--- src/rtl/sine_pkg.sv ---
// Shared Q4.8 constants and FSM states for the sine range reducer and Taylor shell.
package sine_pkg;

  localparam int Q_INT  = 4;
  localparam int Q_FRAC = 8;
  localparam int Q_W    = Q_INT + Q_FRAC;
  localparam int ACC_W  = Q_W + 1;

  localparam logic [ACC_W-1:0] TWO_PI  = 13'd1608;
  localparam logic [ACC_W-1:0] PI      = 13'd804;
  localparam logic [ACC_W-1:0] HALF_PI = 13'd402;

  typedef enum logic [1:0] {
    IDLE,
    REDUCE,
    FOLD,
    DONE
  } rr_state_t;

endpackage

--- src/rtl/sine_rr_fold.sv ---
// Folds an angle in [0, 2pi) onto [0, pi/2] plus a negate flag.
module sine_rr_fold
  import sine_pkg::*;
(
  input  logic [ACC_W-1:0] acc,
  output logic [Q_W-1:0]   x_fold,
  output logic             neg_fold
);

  logic [ACC_W-1:0] a;

  always_comb begin
    neg_fold = (acc >= PI);
    a        = neg_fold ? acc - PI : acc;
    // mirror about pi/2; exactly pi/2 stays put
    x_fold   = (a > HALF_PI) ? Q_W'(PI - a) : Q_W'(a);
  end

endmodule

--- src/rtl/sine_range_reduce.sv ---
// Iterative argument reduction to [0, pi/2] with sign flag.
// Define SINE_RR_COS_EN to add cos_rr_i (pre-offset by pi/2).
module sine_range_reduce
  import sine_pkg::*;
#(
  parameter int INT_BITS_I = 12
) (
  input  logic                  clk_rr_i,
  input  logic                  srst_rr_i,
  input  logic [INT_BITS_I-1:0] x_rr_i,
  input  logic                  valid_rr_i,
`ifdef SINE_RR_COS_EN
  input  logic                  cos_rr_i,
`endif
  output logic                  ready_rr_o,
  output logic [INT_BITS_I-1:0] x_rr_o,
  output logic                  neg_rr_o,
  output logic                  valid_rr_o,
  input  logic                  ready_rr_i
);

  rr_state_t        state_q, state_d;
  logic [ACC_W-1:0] acc_q, acc_d;
  logic             neg_q, neg_d;
  logic [ACC_W-1:0] load;
  logic [Q_W-1:0]   fold_x;
  logic             fold_neg;

`ifdef SINE_RR_COS_EN
  assign load = ACC_W'(x_rr_i) + (cos_rr_i ? HALF_PI : '0);
`else
  assign load = ACC_W'(x_rr_i);
`endif

  sine_rr_fold u_fold (
    .acc      (acc_q),
    .x_fold   (fold_x),
    .neg_fold (fold_neg)
  );

  always_ff @(posedge clk_rr_i) begin
    if (srst_rr_i) begin
      state_q <= IDLE;
      acc_q   <= '0;
      neg_q   <= 1'b0;
    end else begin
      state_q <= state_d;
      acc_q   <= acc_d;
      neg_q   <= neg_d;
    end
  end

  always_comb begin
    state_d = state_q;
    acc_d   = acc_q;
    neg_d   = neg_q;
    unique case (state_q)
      IDLE: begin
        if (valid_rr_i) begin
          acc_d   = load;
          neg_d   = 1'b0;
          state_d = REDUCE;
        end
      end
      REDUCE: begin
        if (acc_q >= TWO_PI) acc_d = acc_q - TWO_PI;
        else                 state_d = FOLD;
      end
      FOLD: begin
        acc_d   = ACC_W'(fold_x);
        neg_d   = fold_neg;
        state_d = DONE;
      end
      DONE: begin
        if (ready_rr_i) state_d = IDLE;
      end
      default: state_d = IDLE;
    endcase
  end

  assign ready_rr_o = (state_q == IDLE);
  assign valid_rr_o = (state_q == DONE);
  assign x_rr_o     = acc_q[INT_BITS_I-1:0];
  assign neg_rr_o   = neg_q;

endmodule

--- config.mk ---
export PLATFORM = sky130hd
export DESIGN_NAME = sine_range_reduce
export DESIGN_NICKNAME = d
export VERILOG_FILES = /design/src/rtl/sine_pkg.sv /design/src/rtl/sine_rr_fold.sv /design/src/rtl/sine_range_reduce.sv
export SDC_FILE = /design/constraint.sdc
export NUM_CORES = 1
export LEC_CHECK = 0
export BUFFER_PORTS_ARGS = -buffer_cell sky130_fd_sc_hd__buf_2
export CAP_MARGIN = 20
export CORE_ASPECT_RATIO = 0.5
export CORE_MARGIN = 5
export CORE_UTILIZATION = 50
export DETAILED_ROUTE_END_ITERATION = 8
export PLACE_DENSITY = 0.79
export SETUP_SLACK_MARGIN = 0.2
export SKIP_LAST_GASP = 1
export SLEW_MARGIN = 20
export SYNTH_ARGS = -nofsm -noshare
export SYNTH_HDL_FRONTEND = slang
export SYNTH_SLANG_ARGS = --single-unit
export TNS_END_PERCENT = 10
--- constraint.sdc ---
create_clock -name clk_rr_i -period 3.85 [get_ports clk_rr_i]
set_input_delay 0.1925 -clock clk_rr_i [delete_from_list [all_inputs] [get_ports clk_rr_i]]
set_output_delay 0.1925 -clock clk_rr_i [all_outputs]
set_load 0.005 [all_outputs]
==> run_results.csv, run 1 <==
group,metric,value,unit
clock_network,postCtsSetupBuffers,0,
cells_and_area,final_common_cell,"nor2_1",
route,drc,0,
run,max-cap-violations,0,
route,drtPass1Iterations,5,
pwr,power.leakage,0.868,nW
setup_path,worst-endpoint-required,3960,ps
synthesis,syn_inst,298,
route,drt-vias-per-instance,6.65,
pwr,finalPower,0.00241,W
clock_network,clk_path_buf_depth,2,
timing,slew_violations,0,
timing,setup_viol,0,
pwr,clkPwrFrac,0.053,
route,ant_nets,0,
setup_path,endpoint,"acc_q[7]",
grt,antenna_found_initial,0,
grt,grt_pass1_wl,10300,um
synthesis,synth_edf_count,0,
clock_network,cts_resized,0,
synthesis,netlist_area,2170,sq um
cells_and_area,diodes,0,
placement,gp_congestion,0.950,
clock_network,insertion_delay,250,ps
cells_and_area,fillers,393,
die,top_level_ports,31,
setup_path,critPathMaxFanout,11,
route,wl_per_cell,17.6,um
cells_and_area,seqCellArea,320,sq um
grt,grt.total_usage,0.219,
die,core,4040,sq um
timing,rsz0062_at_grt,"false",
route,drt_iter0_drc,257,
pwr,peakVddDrop,0.000515,V
cells_and_area,drive_above_1_share,0.174,
die,fp-row-count,16,
worst_hold_path,hold_class,"primary input to flop",
setup_path,r2r_cells,10,
synthesis,syn_area_per_cell,7.28,sq um
timing,max_slew_margin,0.480,
placement,dpl.hpwl,4780,um
clock_network,cts.sinks,16,
setup_path,critical_path_class,"flop to flop",
cells_and_area,finalNetCount,333,
setup_path,r2r-end,"acc_q[7]",
clock_network,cts_root_buf,"clkbuf_8",
grt,grt_max_degree,22,
cells_and_area,syn_to_final_growth,3.29,%
route,finalWirelength,6290,um
clock_network,cts_inserted_buffers,3,
clock_network,cts_hold_buf,0,
synthesis,ys_warn_count,0,
setup_path,cp-startpoint,"acc_q[3]",
pwr,power.share.combinational,0.789,
clock_network,cts_tree,"done",
pwr,pwr_density_cell,1080,nW/um^2
timing,worstMarginPinSlew,780,ps
pwr,netSwitchingPower,0.00141,W
timing,clock_skew,5.34,ps
die,initial_core_util,0.537,
cells_and_area,final_cell_mix,"nor2_1, buf_2, nand2_1",
timing,layout_min_cycle_time,3130,ps
synthesis,ys_ff_latch,16,
synthesis,async_reset_ff_frac,0,
timing,min_period_over_period,0.813,
synthesis,synth_sequential_area_ratio,0.148,
synthesis,synth_fp_nets,325,
setup_path,r2r_setup_slack,720,ps
grt,grt_pass1_vias,2161,
pwr,internal_power,0.00100,W
die,die_area,5840,sq um
pwr,pwr-share-seq,0.158,
setup_path,r2r_start,"acc_q[3]",
grt,grt_remaining_overflow,0,
timing,fmax,320,MHz
setup_path,end_kind,"flop",
setup_path,critPathLaunchType,"flop",
synthesis,ys.flop_type,"dfxtp_1",
die,die_y,56.6,um
setup_path,arrival,3240,ps
pwr,swShare,0.584,
placement,io_buffers,30,
route,vias,2381,
timing,setup_tns,0,ps
die,chipWidth,103,um
status,status,"finished, final reports clean",
clock_network,clk_pin_slew,70,ps
clock_network,cts.htree.levels,1,
cells_and_area,multi_input_area,1580,sq um
synthesis,synth_cell_types,66,
timing,final-hold-violation-count,0,
## power groups by stage
stage / Sequential (W) / Combinational [W] / Clock [W]
detailed placement: 0.000379 / 0.00184 / 0
global route: 0.000393 / 0.00207 / 0.000139
floorplan: 0.000283 / 0.00162 / 0
CTS: 0.000375 / 0.00185 / 0.000130
global placement: 0.000374 / 0.00179 / 0
finish: 0.000381 / 0.00190 / 0.000128
## cells in the mapped netlist (8+ instances only)
cell / instances / area share
a21oi_1: 22 / 0.051
a31oi_1: 8 / 0.023
buf_4: 14 / 0.048
dfxtp_1: 16 / 0.15
ha_1: 11 / 0.063
inv_1: 17 / 0.029
nand2_1: 27 / 0.047
nand3_1: 13 / 0.030
nor2_1: 33 / 0.057
nor3_1: 8 / 0.018
o21ai_0: 15 / 0.035
xnor2_1: 8 / 0.032
## worst max-delay path, stage by stage, from the launching register on
cell and delay, ps:
dfxtp_1 430, inv_1 160, ha_1 270, a21boi_2 360
o211a_4 290, mux2i_1 260, a221oi_2 100, o211a_1 380
or3_1 420, a31oi_1 210, o32ai_1 110
## flip-flops by register name (all words and copies together), names as in the netlist
name	flops
acc_q	13
state_q	2
neg_rr_o	1
## cells by family (layout without fill, tap and decap cells)
family / after synthesis / after routing / synth area share
compound gates: 104 / 104 / 0.371
xor+xnor: 10 / 10 / 0.0438
fa+ha+maj: 11 / 11 / 0.0634
buf+inv: 47 / 53 / 0.125
flops: 16 / 16 / 0.148
mux: 2 / 2 / 0.00923
simple gates: 108 / 108 / 0.240
## area by class of cell
class,instances,area share
Clock buffer,3,0.0184
Inverter,18,0.0302
Multi-Input combinational cell,235,0.705
Sequential cell,16,0.143
Tap cell,54,0.0302
Timing Repair Buffer,32,0.0737
## per-stage QoR
step	hold slack, ps	setup WS (ps)	util	instances	cell area (sq um)
final	253	721	0.554	358	2240
after CTS	248	769	0.554	358	2240
after floorplan	380	1150	-	298	2170
after global routing	257	497	0.554	358	2240
after detailed placement	477	787	0.544	355	2200
after global placement	465	857	0.544	355	2200
## worst min-delay path by stage
stage | from | end | slack, ps | cells after the start
after detailed placement | neg_rr_o | neg_rr_o | 480 | 2
final | x_rr_i[0] | acc_q[0] | 250 | 3
after CTS | x_rr_i[0] | acc_q[0] | 250 | 3
after global placement | neg_rr_o | neg_rr_o | 470 | 2
after floorplan | x_rr_i[0] | acc_q[0] | 380 | 2
after global routing | x_rr_i[0] | acc_q[0] | 260 | 3
## metal layers
layer  vias to the layer above  part of all wire  global-route usage  wire (um)
met5                         -                 0                   0          0
met4                         0             0.014              0.0351         85
met3                        21              0.11              0.0334        686
met2                       151              0.44               0.340       2800
li1                       1103                 -                   -          -
met1                      1106              0.43               0.321       2730
No activity file was read; power rests on OpenSTA's default activity.
==> inputs of run 2 (changes only) <==
--- a/config.mk
+++ b/config.mk
@@ -5,6 +5,7 @@
 export SDC_FILE = /design/constraint.sdc
 export NUM_CORES = 1
 export LEC_CHECK = 0
+export ABC_AREA = 1
 export BUFFER_PORTS_ARGS = -buffer_cell sky130_fd_sc_hd__buf_2
 export CAP_MARGIN = 20
 export CORE_ASPECT_RATIO = 0.5
==> constraint.sdc (replaced) <==
create_clock -name clk_rr_i -period 2.9 [get_ports clk_rr_i]
set_input_delay 0.145 -clock clk_rr_i [delete_from_list [all_inputs] [get_ports clk_rr_i]]
set_output_delay 0.145 -clock clk_rr_i [all_outputs]
set_load 0.005 [all_outputs]
==> run 2 against run 1 <==
  * Count of clock-buffer cells in the layout grew 1
  * Routed wire length decreased by 5.0%
  * Sequential cell count unchanged
  * Via count fell by 4.6%
  * Maximum frequency is 25% higher
  * Final area rose by 2.8%
  * Worst setup slack lost 330 ps
  * Global-route usage decreased by 0.64 points
  * Sequential share of layout area down 0.29 points
  * Critical path depth rose by 7
==> run_results.csv, run 2 <==
group,metric,value,unit
route,drtPass1Iterations,7,
cells_and_area,final_cell_mix,"nand2_1, nand3_1, inv_1",
die,initial_core_util,0.533,
cells_and_area,instances_no_fill,423,
setup_path,r2r_start,"acc_q[4]",
clock_network,clk_pin_slew,70,ps
timing,rsz0062_at_grt,"false",
timing,final-hold-violation-count,0,
timing,finalWorstSetupSlack,388,ps
cells_and_area,syn_to_final_growth,8.10,%
synthesis,synth_fp_nets,379,
setup_path,critPathLaunchType,"flop",
route,finalWirelength,5980,um
cells_and_area,diodes,0,
route,wl_per_cell,14.1,um
timing,layout_min_cycle_time,2510,ps
timing,clock_skew,5.60,ps
timing,slew_violations,0,
placement,place_worst_setup_slack,175,ps
grt,globalRouteMet3Util,0.0413,
clock_network,clk_path_buf_depth,2,
setup_path,critical_path_class,"flop to flop",
clock_network,cts_inserted_buffers,3,
synthesis,ys_ff_latch,16,
synthesis,netlist_top_cells_count,"nand2_1, inv_1, nand3_1",
route,ant_nets,0,
timing,max_slew_margin,0.734,
grt,grt_pass1_wl,9780,um
timing,fmax,398,MHz
grt,grt-busiest-layer,"met1",
synthesis,synth_cell_types,35,
synthesis,ys_warn_count,0,
synthesis,yosysMostFrequentCell,"nand2_1",
cells_and_area,largest_register_ffs,13,
synthesis,synth_edf_count,0,
die,die_y,56.2,um
setup_path,end_kind,"flop",
cells_and_area,fillers,409,
synthesis,ys.flop_type,"dfxtp_1",
synthesis,syn_area_per_cell,6.06,sq um
route,vias,2272,
die,chipWidth,102,um
grt,gr-usage-met1,0.334,
cells_and_area,finalNetCount,397,
synthesis,synth_area_leader_cell,"nand2_1",
synthesis,synth_sequential_area_ratio,0.150,
worst_hold_path,hp-start,"srst_rr_i",
cells_and_area,drive_above_1_share,0.230,
timing,setup_tns,0,ps
timing,setup_viol,0,
setup_path,worst-endpoint-required,3090,ps
worst_hold_path,hold_depth,2,
clock_network,cts.htree.levels,1,
status,status,"finished, final reports clean",
setup_path,arrival,2700,ps
clock_network,cts_root_buf,"clkbuf_8",
synthesis,netlist.area_leader.share,0.155,
placement,dp_cells,419,
grt,grt_use_met2,0.301,
route,drt_iter0_drc,204,
synthesis,synth_area_leaders,"nand2_1, dfxtp_1, nand3_1, inv_1, ha_1",
worst_hold_path,holdPathEnd,"acc_q[6]",
route,drt-vias-per-instance,5.37,
timing,min_period_over_period,0.866,
setup_path,r2r_setup_slack,390,ps
placement,gp_congestion,0.994,
timing,worstMarginPinSlew,399,ps
placement,io_buffers,30,
route,drc,0,
die,die_area,5750,sq um
setup_path,r2r-end,"acc_q[7]",
setup_path,critPathMaxFanout,13,
clock_network,cts.sinks,16,
placement,dpl.hpwl,4820,um
clock_network,cts_hold_buf,0,
cells_and_area,final_common_cell,"nand2_1",
clock_network,postCtsSetupBuffers,0,
clock_network,insertion_delay,250,ps
synthesis,async_reset_ff_frac,0,
run,max-cap-violations,0,
grt,grt_max_degree,14,
synthesis,syn_inst,352,
placement,placed_area,2210,sq um
cells_and_area,stdcell_area,2300,sq um
grt,grt_remaining_overflow,0,
clock_network,cts_tree,"done",
die,core,4000,sq um
setup_path,r2r_cells,17,
die,fp-row-count,16,
cells_and_area,regMostFlops,"acc_q",
die,top_level_ports,31,
worst_hold_path,hold_class,"primary input to flop",
synthesis,netlist_area,2130,sq um
grt,antenna_found_initial,0,
grt,grt_pass1_vias,2022,
grt,grt.total_usage,0.212,
[run 2: cell types whose count changed in the layout (fill, tap and decap cells not counted), moves of 6 or more]
cell,previous run,this run
nand2_1,27,88
nand3_1,13,41
inv_1,17,40
a31oi_1,8,0
xnor2_1,8,0
a21oi_1,22,15
nand2_2,0,7
nand3_2,0,7
nor3_1,8,2
or3_1,6,0
[run 2: worst max-delay path, cell delays in order (launching register included)]
cell and delay, ps:
dfxtp_2 400, inv_1 100, ha_1 230, nand2_1 140, nand3_2 160, nand2_8 170
nand2_1 80, nand2_2 120, inv_2 50, nor2_2 120, nand2_1 80, nand2_2 100
nand2_4 130, nand2_1 100, nand3_1 150, nand2_1 120, nand2_1 60, a21oi_2 110
[run 2: what timing repair did]
action,CTS,global route
endpoints found under the setup margin,3,12
resized for setup,1,8
gates cloned,0,0
[run 2: cell type report]
class	instances	area, sq um	area share
Multi-Input combinational cell	264	1470	0.638
Sequential cell	16	323	0.140
Inverter	50	198	0.0858
Timing Repair Buffer	35	191	0.0831
Tap cell	54	67.6	0.0293
Clock buffer	4	55.1	0.0239
[run 2: layer usage]
| layer | up-vias | wire, um |
|---|---|---|
| met3 | 2 | 546 |
| met5 | - | 0 |
| li1 | 1147 | - |
| met1 | 1017 | 2940 |
| met2 | 106 | 2480 |
| met4 | 0 | 7 |
[run 2: stage by stage]
stage | utilization | hold slack [ps]
2_1_floorplan | - | 310
3_3_place_gp | 0.553 | 423
3_5_place_dp | 0.553 | 435
4_1_cts | 0.568 | 168
5_1_grt | 0.576 | 170
6_report | 0.576 | 166
[run 2: logic make-up (layout without fill, tap and decap cells)]
| family | Yosys count | count (layout) | synth area share |
|---|---|---|---|
| AO/OA/AOI/OAI | 50 | 50 | 0.139 |
| XOR/XNOR | 8 | 8 | 0.0364 |
| adder cells (fa/ha/maj) | 11 | 11 | 0.0646 |
| buffers and inverters | 72 | 89 | 0.174 |
| flip-flops | 16 | 16 | 0.150 |
| AND/OR/NAND/NOR | 195 | 195 | 0.436 |
[run 2: worst max path at each step]
stage | startpoint | endpoint | slack [ps] | cells after the start
5_1_grt | acc_q[4] | acc_q[7] | 240 | 16
4_1_cts | acc_q[3] | acc_q[0] | 260 | 16
3_3_place_gp | acc_q[4] | acc_q[0] | 290 | 16
3_5_place_dp | acc_q[3] | acc_q[0] | 170 | 16
2_1_floorplan | acc_q[3] | acc_q[3] | 780 | 16
6_report | acc_q[4] | acc_q[7] | 390 | 17
Power of run 2 is left out: the tool's default activity adds up to more than one toggle a clock period on the data nets, which glitch-free logic cannot reach.
